==> src/rtl/loader_pkg.sv <==
// loader_pkg: types and constants shared by dma_program_loader, gpio_reg_strobe,
// experiment_top_level and the bench.
//   - loader_state_e : transfer FSM state, encoding is visible in status_out[31:29]
//   - ERR_*          : error codes reported in status_out[28:26]
//   - ADDR_*_DEF     : default GPIO register addresses of the loader
//   - CTRL_*         : bit positions inside the control byte
package loader_pkg;

    typedef enum logic [2:0] {
        ST_IDLE   = 3'd0,
        ST_STREAM = 3'd1,
        ST_DONE   = 3'd2,
        ST_ERROR  = 3'd3
    } loader_state_e;

    localparam logic [2:0] ERR_NONE     = 3'd0;
    localparam logic [2:0] ERR_BAD_CH   = 3'd1;
    localparam logic [2:0] ERR_TOO_LONG = 3'd2;
    localparam logic [2:0] ERR_ABORTED  = 3'd3;

    localparam logic [15:0] ADDR_SEL_DEF    = 16'h0010;
    localparam logic [15:0] ADDR_LEN_LO_DEF = 16'h0011;
    localparam logic [15:0] ADDR_LEN_HI_DEF = 16'h0012;
    localparam logic [15:0] ADDR_CTRL_DEF   = 16'h0013;

    localparam int unsigned CTRL_START = 0;
    localparam int unsigned CTRL_ABORT = 1;
    localparam int unsigned CTRL_CLEAR = 2;

endpackage

==> src/rtl/gpio_reg_strobe.sv <==
// gpio_reg_strobe: turns the packed GPIO bus into per-register write strobes.
// The w_clk bit is registered twice; a write strobe fires for one cycle on the
// 0->1 transition of the second registered copy, so the write takes effect on
// the third clock edge after w_clk rises. The host keeps addr/data steady while
// w_clk is high, so they are decoded directly from gpio_in.
//   clk, rst   : system clock, synchronous active-high reset
//   gpio_in    : [15:0] addr, [23:16] data, [24] w_clk
//   wr_stb     : one-hot strobe, bit r set when addr == REG_ADDRS[r*16 +: 16]
//   wr_data    : data byte accompanying the strobe
module gpio_reg_strobe #(
    parameter int unsigned              NUM_REGS  = 4,
    parameter logic [NUM_REGS*16-1:0]   REG_ADDRS = '0
) (
    input  logic                clk,
    input  logic                rst,
    input  logic [31:0]         gpio_in,
    output logic [NUM_REGS-1:0] wr_stb,
    output logic [7:0]          wr_data
);

    logic sync1_q, sync1_d;
    logic sync2_q, sync2_d;
    logic sync3_q, sync3_d;
    logic rise;

    always_comb begin
        sync1_d = gpio_in[24];
        sync2_d = sync1_q;
        sync3_d = sync2_q;
    end

    always_ff @(posedge clk) begin
        if (rst) begin
            sync1_q <= 1'b0;
            sync2_q <= 1'b0;
            sync3_q <= 1'b0;
        end else begin
            sync1_q <= sync1_d;
            sync2_q <= sync2_d;
            sync3_q <= sync3_d;
        end
    end

    always_comb begin
        rise    = sync2_q & ~sync3_q;
        wr_data = gpio_in[23:16];
        wr_stb  = '0;
        for (int unsigned r = 0; r < NUM_REGS; r++) begin
            if (rise && (gpio_in[15:0] == REG_ADDRS[r*16 +: 16])) begin
                wr_stb[r] = 1'b1;
            end
        end
    end

endmodule

==> src/rtl/dma_program_loader.sv <==
// dma_program_loader: routes the CPU DMA stream to one of NUM_CH destinations
// (0 instr FIFO, 1 beta FIFO, 2 out LUT, 3 in LUT) with a length-checked
// transfer, abort and error reporting, configured over the packed GPIO bus.
//   clk, rst       : system clock, synchronous active-high reset
//   gpio_in        : [15:0] addr, [23:16] data, [24] w_clk strobe
//   status_out     : [31:29] state, [28:26] err_code, [25:0] word count
//   s_axis_*       : DMA slave stream
//   m_axis_*       : per-channel master streams, channel c at [c*DATA_W +: DATA_W]
//   done_pulse     : one-cycle pulse after a transfer completes
module dma_program_loader
    import loader_pkg::*;
#(
    parameter int unsigned NUM_CH      = 4,
    parameter int unsigned DATA_W      = 16,
    parameter int unsigned DEPTH_LOG2  = 10,
    parameter logic [15:0] ADDR_SEL    = ADDR_SEL_DEF,
    parameter logic [15:0] ADDR_LEN_LO = ADDR_LEN_LO_DEF,
    parameter logic [15:0] ADDR_LEN_HI = ADDR_LEN_HI_DEF,
    parameter logic [15:0] ADDR_CTRL   = ADDR_CTRL_DEF
) (
    input  logic                     clk,
    input  logic                     rst,
    input  logic [31:0]              gpio_in,
    output logic [31:0]              status_out,
    input  logic [DATA_W-1:0]        s_axis_tdata,
    input  logic                     s_axis_tvalid,
    output logic                     s_axis_tready,
    output logic [NUM_CH*DATA_W-1:0] m_axis_tdata,
    output logic [NUM_CH-1:0]        m_axis_tvalid,
    input  logic [NUM_CH-1:0]        m_axis_tready,
    output logic                     done_pulse
);

    localparam int unsigned SEL_W   = (NUM_CH > 1) ? $clog2(NUM_CH) : 1;
    localparam logic [31:0] MAX_LEN = 32'(2 ** DEPTH_LOG2);

    loader_state_e state_q, state_d;
    logic [3:0]    sel_q, sel_d;
    logic [15:0]   len_q, len_d;
    logic [25:0]   count_q, count_d;
    logic [2:0]    err_q, err_d;
    logic          done_q, done_d;

    logic [3:0]       wr_stb;
    logic [7:0]       wr_data;
    logic             ctrl_start, ctrl_abort, ctrl_clear;
    logic             abort_now, beat;
    logic [SEL_W-1:0] sel_idx;
    logic [25:0]      count_inc;

    // Strobe index order: 0 SEL, 1 LEN_LO, 2 LEN_HI, 3 CTRL.
    gpio_reg_strobe #(
        .NUM_REGS  (4),
        .REG_ADDRS ({ADDR_CTRL, ADDR_LEN_HI, ADDR_LEN_LO, ADDR_SEL})
    ) u_gpio (
        .clk     (clk),
        .rst     (rst),
        .gpio_in (gpio_in),
        .wr_stb  (wr_stb),
        .wr_data (wr_data)
    );

    always_comb begin
        ctrl_start = wr_stb[3] & wr_data[CTRL_START];
        ctrl_abort = wr_stb[3] & wr_data[CTRL_ABORT];
        ctrl_clear = wr_stb[3] & wr_data[CTRL_CLEAR];
        sel_idx    = sel_q[SEL_W-1:0];
        count_inc  = count_q + 26'd1;

        // An abort landing on a live beat suppresses the handshake on that
        // same cycle so the word is neither forwarded nor counted.
        abort_now     = (state_q == ST_STREAM) && ctrl_abort;
        m_axis_tdata  = {NUM_CH{s_axis_tdata}};
        m_axis_tvalid = '0;
        s_axis_tready = 1'b0;
        if ((state_q == ST_STREAM) && !abort_now) begin
            m_axis_tvalid[sel_idx] = s_axis_tvalid;
            s_axis_tready          = m_axis_tready[sel_idx];
        end
        beat = s_axis_tvalid && s_axis_tready;
    end

    always_comb begin
        state_d = state_q;
        sel_d   = sel_q;
        len_d   = len_q;
        count_d = count_q;
        err_d   = err_q;
        done_d  = 1'b0;

        unique case (state_q)
            ST_IDLE, ST_DONE: begin
                // abort and clear both override a start in the same byte
                if (ctrl_start && !ctrl_abort && !ctrl_clear) begin
                    if (32'(sel_q) >= 32'(NUM_CH)) begin
                        state_d = ST_ERROR;
                        err_d   = ERR_BAD_CH;
                    end else if (32'(len_q) > MAX_LEN) begin
                        state_d = ST_ERROR;
                        err_d   = ERR_TOO_LONG;
                    end else if (len_q == 16'd0) begin
                        state_d = ST_DONE;
                        done_d  = 1'b1;
                    end else begin
                        count_d = '0;
                        state_d = ST_STREAM;
                    end
                end
            end
            ST_STREAM: begin
                if (abort_now) begin
                    state_d = ST_ERROR;
                    err_d   = ERR_ABORTED;
                end else if (beat) begin
                    count_d = count_inc;
                    if (count_inc == 26'(len_q)) begin
                        state_d = ST_DONE;
                        done_d  = 1'b1;
                    end
                end
            end
            ST_ERROR: begin
                if (ctrl_clear) begin
                    state_d = ST_IDLE;
                    err_d   = ERR_NONE;
                end
            end
            default: begin
                state_d = ST_IDLE;
            end
        endcase

        // Configuration is frozen while a transfer is running.
        if (state_q != ST_STREAM) begin
            if (wr_stb[0]) sel_d        = wr_data[3:0];
            if (wr_stb[1]) len_d[7:0]   = wr_data;
            if (wr_stb[2]) len_d[15:8]  = wr_data;
        end
    end

    always_ff @(posedge clk) begin
        if (rst) begin
            state_q <= ST_IDLE;
            sel_q   <= '0;
            len_q   <= '0;
            count_q <= '0;
            err_q   <= ERR_NONE;
            done_q  <= 1'b0;
        end else begin
            state_q <= state_d;
            sel_q   <= sel_d;
            len_q   <= len_d;
            count_q <= count_d;
            err_q   <= err_d;
            done_q  <= done_d;
        end
    end

    always_comb begin
        status_out = {state_q, err_q, count_q};
        done_pulse = done_q;
    end

endmodule

==> config.mk <==
export PLATFORM = sky130hd
export DESIGN_NAME = dma_program_loader
export DESIGN_NICKNAME = d
export VERILOG_FILES = /design/src/rtl/loader_pkg.sv /design/src/rtl/gpio_reg_strobe.sv /design/src/rtl/dma_program_loader.sv
export SDC_FILE = /design/constraint.sdc
export NUM_CORES = 1
export LEC_CHECK = 0
export ABC_AREA = 0
export CAP_MARGIN = 20
export CORE_ASPECT_RATIO = 0.5
export CORE_MARGIN = 4
export CORE_UTILIZATION = 40
export DETAILED_ROUTE_END_ITERATION = 8
export PLACE_DENSITY = 0.8
export SLEW_MARGIN = 0
export SYNTH_ARGS = -nofsm -noshare
export SYNTH_HDL_FRONTEND = slang
export SYNTH_SLANG_ARGS = --single-unit
==> constraint.sdc <==
create_clock -name clk -period 2.1 [get_ports clk]
set_input_delay 0.315 -clock clk [delete_from_list [all_inputs] [get_ports clk]]
set_output_delay 0.315 -clock clk [all_outputs]
set_load 0.005 [all_outputs]
Yosys cells after proc, flatten, opt, wreduce, memory -nomap -nowiden
Cells that the tools add are included.

Latch bits: 0. Register bits after elaboration: 56. Bits in writable memories: 0. Memories: 0. Output and inout port bits: 102. ROM bits: 0. Bits of input ports: 55.

Order comparisons: 4. Eq/ne operators: 20. Bitwise gates (word level): 6. Reductions and logical operators: 24. $mul: 0. Mux-type cells: 39. Shift operators: 0. $add $sub $neg: 1. Divide/modulo/power cells: 0.

Operators with widths (count): 26-bit 2-to-1 mux (6); 16-bit by 5-bit == test with 1-bit output (second input constant) (4); 26-bit one-hot mux with 2 select lines (1); 3-bit 2-to-1 mux (9); 26-bit by 1-bit adder with 26-bit output (second input constant) (1); 26-bit by 16-bit == test with 1-bit output (1); 3-bit one-hot mux with 3 select lines (2); 16-bit by 11-bit greater-than comparator with 1-bit output (second input constant) (1); 16-bit zero test (1); 2-bit != test (second input constant) (8); 1-bit 2-to-1 mux (14); 1-bit logical AND (10); 7-bit AND reduction (1); 3-bit by 2-bit == test with 1-bit output (second input constant) (2); 2-bit 2-to-1 mux (3); 3-bit != test (second input constant) (2); 2-bit AND reduction (3); 5-bit AND reduction (1); 1-bit bitwise AND (4); 4-bit bitwise AND (1); 4-bit by 3-bit >= comparator with 1-bit output (second input constant) (1); 4-bit 2-to-1 mux (1); 4-bit AND reduction (1); 3-bit by 1-bit == test with 1-bit output (second input constant) (1); other kinds (13) (15).

Logic depth before layout (Yosys ltp)
Depth after elaboration: 13. Gate-level depth with buffers: 9.

Hierarchy
A second synthesis with hierarchy kept.

Cell total of the unflattened synthesis: 519. Area total of the unflattened synthesis: 4045.1 um^2.

Modules (own cells, without submodules): dma_program_loader (cells an instance 495, times used 1, area each 3806.2 um^2, sequential area each 1021.0 um^2); gpio_reg_strobe (cells an instance 24, times used 1, area each 239.0 um^2, sequential area each 60.1 um^2).

Least setup slack after synthesis
No wires, ideal clock.

Path kind: flip-flop to flip-flop. Start point: register count_q[13]. End point: register state_q[1]. Path buffers: 2. Required time: 2.028 ns. Path slack: -0.226 ns. Data arrival time: 2.254 ns. Stages on the path, launching flop included: 10. Clock period less this slack: 2.326 ns. Path through: dfxtp_1 > buf_2 > nand2_1 > or4_1 > clkbuf_1 > or4_1 > o211ai_1 > nor4_1 > a31oi_1 > mux2i_1.

Cells in the longest elaborated chain, start to end: 4.

Ends and longest elaborated chain: start: declaration (RTL line dma_program_loader.sv:40) `logic [25:0] count_q, count_d;`; start signal: assignment (RTL line dma_program_loader.sv:153) `count_q <= count_d;`; 26-bit by 1-bit adder with 26-bit output (RTL line dma_program_loader.sv:68) `count_inc = count_q + 26'd1;`; 26-bit by 16-bit == test with 1-bit output (RTL line dma_program_loader.sv:116) `if (count_inc == 26'(len_q)) begin`; 3-bit by 2-bit != test with 1-bit output (no line); 4-bit AND reduction (no line); end signal: assignment (RTL line dma_program_loader.sv:150) `state_q <= state_d;`; end: declaration (RTL line dma_program_loader.sv:37) `loader_state_e state_q, state_d;`.

Every way passes these cells. A chain may end at the register's enable or synchronous reset.

Worst setup path after layout
Start point: register count_q[17]. End point: register state_q[0].

Same word-level chain as after synthesis.

==> results_dict.tcl <==
set metrics [dict create \
    wl_met1_mm 5.71 \
    track_usage_pct 23.7 \
    cts_tree "yes" \
    synth_top_area_share_pct 27.4 \
    setup_viol 4 \
    drc 0 \
    p_leak_nw 2.22 \
    final_util_pct 60.0 \
    required_ps 2290 \
    min_period_ps 2360 \
    numCtsBuffers 5 \
    die_h_um 78.3 \
    syn2layout_area_growth_pct 44.9 \
    final_nets 691 \
    synthCells 538 \
    antenna_found_initial 0 \
    whs_ps 409 \
    async_reset_ff_share_pct 0 \
    min_path_type "in2reg" \
    antenna_cells 0 \
    violations "negative setup slack" \
    place_congestion 0.953 \
    start_util_pct 41.4 \
    ioPinCount 157 \
    clk_latency_ps 300 \
    cts-root-buf "clkbuf_16" \
    powerDensity_mw_per_mm2 353 \
    wire_per_inst_um 20.3 \
    status "finished with violations" \
    drtAntennaViolNets 0 \
    synth_edf_count 0 \
    drv_slew 0 \
    grt_max_degree 22 \
    hold_viol 0 \
    synth_top_area_cell "dfxtp_1" \
    cts_max_level 2 \
    cp-start-kind "flip-flop" \
    clock.fmax_mhz 424 \
    crit_fanout 5 \
    drtIter0Drc 753 \
    tightestPinTransition_ps 489 \
    relSlewSlack_pct 67.1 \
    routed-wl-met2_mm 7.11 \
    syn-cell-area_sq_mm 0.00395 \
    ys.flop_type "dfxtp_1" \
    yosys-top-cells-area "dfxtp_1, buf_4, a21oi_1, nand2_1, xnor2_1" \
    io_buffers 67 \
    hold_depth 2 \
    period_share_pct 112 \
    dp_hpwl_mm 9.34 \
    top_layer "met4" \
    vias_per_cell 6.15 \
    synth_common_cells "buf_4, nand2_1, a21oi_1, dfxtp_1, nor2_1" \
    grt-ovfl-total 0 \
    cts_buffer_depth 2 \
    rsz0062_at_grt "true" \
    clock_skew_ps 5.52 \
    core_sq_mm 0.00954 \
    drt_wl_total_mm 15.6 \
    dr.pass1.iters 8 \
    grt_pass1_wl_mm 22.5 \
    holdBufCountCts 0 \
    wl_met3_mm 1.87 \
    ir_drop_mv 0.265 \
    dieArea_sq_mm 0.0116 \
    synth-seq-cells 54 \
    clk_pin_slew_ps 70 \
    critPathArrivalTime_ps 2550 \
    fin_ws_ps -261 \
    clock-sinks 54 \
    vias 4738 \
    syn_avg_cell_area_sq_um 7.34 \
    ys_seq_area_share_pct 27.4 \
    first_global_vias 4411 \
    yosysMostFrequentCell "buf_4" \
    fill_cells 683 \
    yosysWarningCount 0 \
    yosysUniqueCellTypes 49 \
    cap_violations 0 \
    rows 25 \
    drive_gt1_share_pct 34.2 \
    die_x_um 149 \
    r2r_cells 7 \
    crit_path_end_kind "flip-flop" \
    path_class "reg2reg" \
]
==> critical path, cell delays in order (launching register included) <==
cell,delay (ps)
dfxtp_1,350
nand3_2,140
or4_4,560
o31ai_2,320
nand2_1,160
nor4_4,360
a31oi_4,150
o21a_1,210
==> per-layer routing <==
| layer | vias to the layer above | GRT usage, % |
|---|---|---|
| li1 | 2052 | - |
| met1 | 2188 | 29.3 |
| met2 | 365 | 39.3 |
| met3 | 133 | 4.79 |
| met4 | 0 | 12.2 |
| met5 | - | 0 |
==> kinds of logic after synthesis <==
kind of cell	after synthesis	share of synthesized area (%)
xor+xnor	29	6.43
compound gates	112	16.6
flops	54	27.4
mux	6	1.84
buf+inv	108	16.9
other cells	1	0.0950
simple gates	226	30.1
fa+ha+maj	2	0.634
==> final cells by class <==
cell class | instances | area, sq um | share of cell area, %
inverter | 5 | 21.3 | 0.372
tap | 135 | 169 | 2.95
sequential | 54 | 1110 | 19.3
clock buffer | 6 | 139 | 2.43
clock inverter | 2 | 16.3 | 0.284
multi-input combinational | 377 | 2640 | 46.0
timing repair buffer | 191 | 1640 | 28.6
==> report_power, final <==
group / internal (mW) / total [mW] / switching [mW] / leakage, nW
clock: 0.480 / 0.874 / 0.394 / 0.0735
sequential: 1.02 / 1.02 / 0.000889 / 0.443
combinational: 0.0686 / 0.123 / 0.0546 / 1.70
total: 1.57 / 2.02 / 0.449 / 2.22
==> repair_timing <==
action,in CTS,in global routing
setup endpoints to repair,36,49
cloned,2,0
pin swaps,21,20
gates resized for setup,87,55
setup buffers,8,5
==> metrics by stage <==
stage | instances | total power [mW] | area (sq um) | setup WS (ps) | TNS [ps]
floorplan | 539 | 1.18 | 4050 | -98.8 | -190
finish | 770 | 2.02 | 5720 | -261 | -694
detailed placement | 749 | 1.16 | 5040 | -536 | -16420
global route | 770 | 2.06 | 5720 | -359 | -1670
global placement | 749 | 1.16 | 5040 | -539 | -16230
CTS | 766 | 2.01 | 5500 | -161 | -363
==> final timing paths <==
check / to / slack (ps) / start
worst min-delay path: sel_q[3]$_SDFFE_PP0P_ / 410 / rst
worst max register to register: state_q[0]$_SDFFE_PP0P_ / -260 / count_q[17]$_SDFFE_PP0P_
worst min register to register: u_gpio.sync2_q$_SDFF_PP0_ / 440 / u_gpio.sync1_q$_SDFF_PP0_
worst max-delay path: state_q[0]$_SDFFE_PP0P_ / -260 / count_q[17]$_SDFFE_PP0P_
==> placed cells by master, fill, tap and decap left out, types with 4 or more instances in the layout <==
master / count
nor2_1: 34
mux2i_1: 5
nor4_2: 6
clkbuf_16: 5
nand4b_1: 5
a31oi_1: 7
o21ai_1: 9
nor3_2: 5
nor4_1: 6
o21ai_2: 4
and3_1: 7
nand2b_1: 5
nand2_1: 54
nand3_1: 18
a211oi_1: 4
o21ai_0: 10
clkdlybuf4s50_1: 47
a21oi_1: 51
inv_1: 4
nor2b_1: 6
xnor2_1: 17
dfxtp_2: 11
nor4_4: 6
nand3_2: 4
or4_1: 4
xor2_1: 11
nand3b_1: 4
and4_1: 4
buf_6: 8
or4_4: 4
dlygate4sd2_1: 10
buf_2: 6
nor3_1: 10
buf_4: 113
nand4_1: 13
or3_1: 7
dfxtp_1: 40
==> flip-flops by register name, summed over array words and instances (netlist names) <==
| register | cells |
|---|---|
| sel_q | 4 |
| count_q | 26 |
| u_gpio.sync1_q | 1 |
| u_gpio.sync3_q | 1 |
| err_q | 2 |
| len_q | 16 |
| state_q | 2 |
| done_pulse | 1 |
| u_gpio.sync2_q | 1 |
No activity file was read; power rests on OpenSTA's default activity.
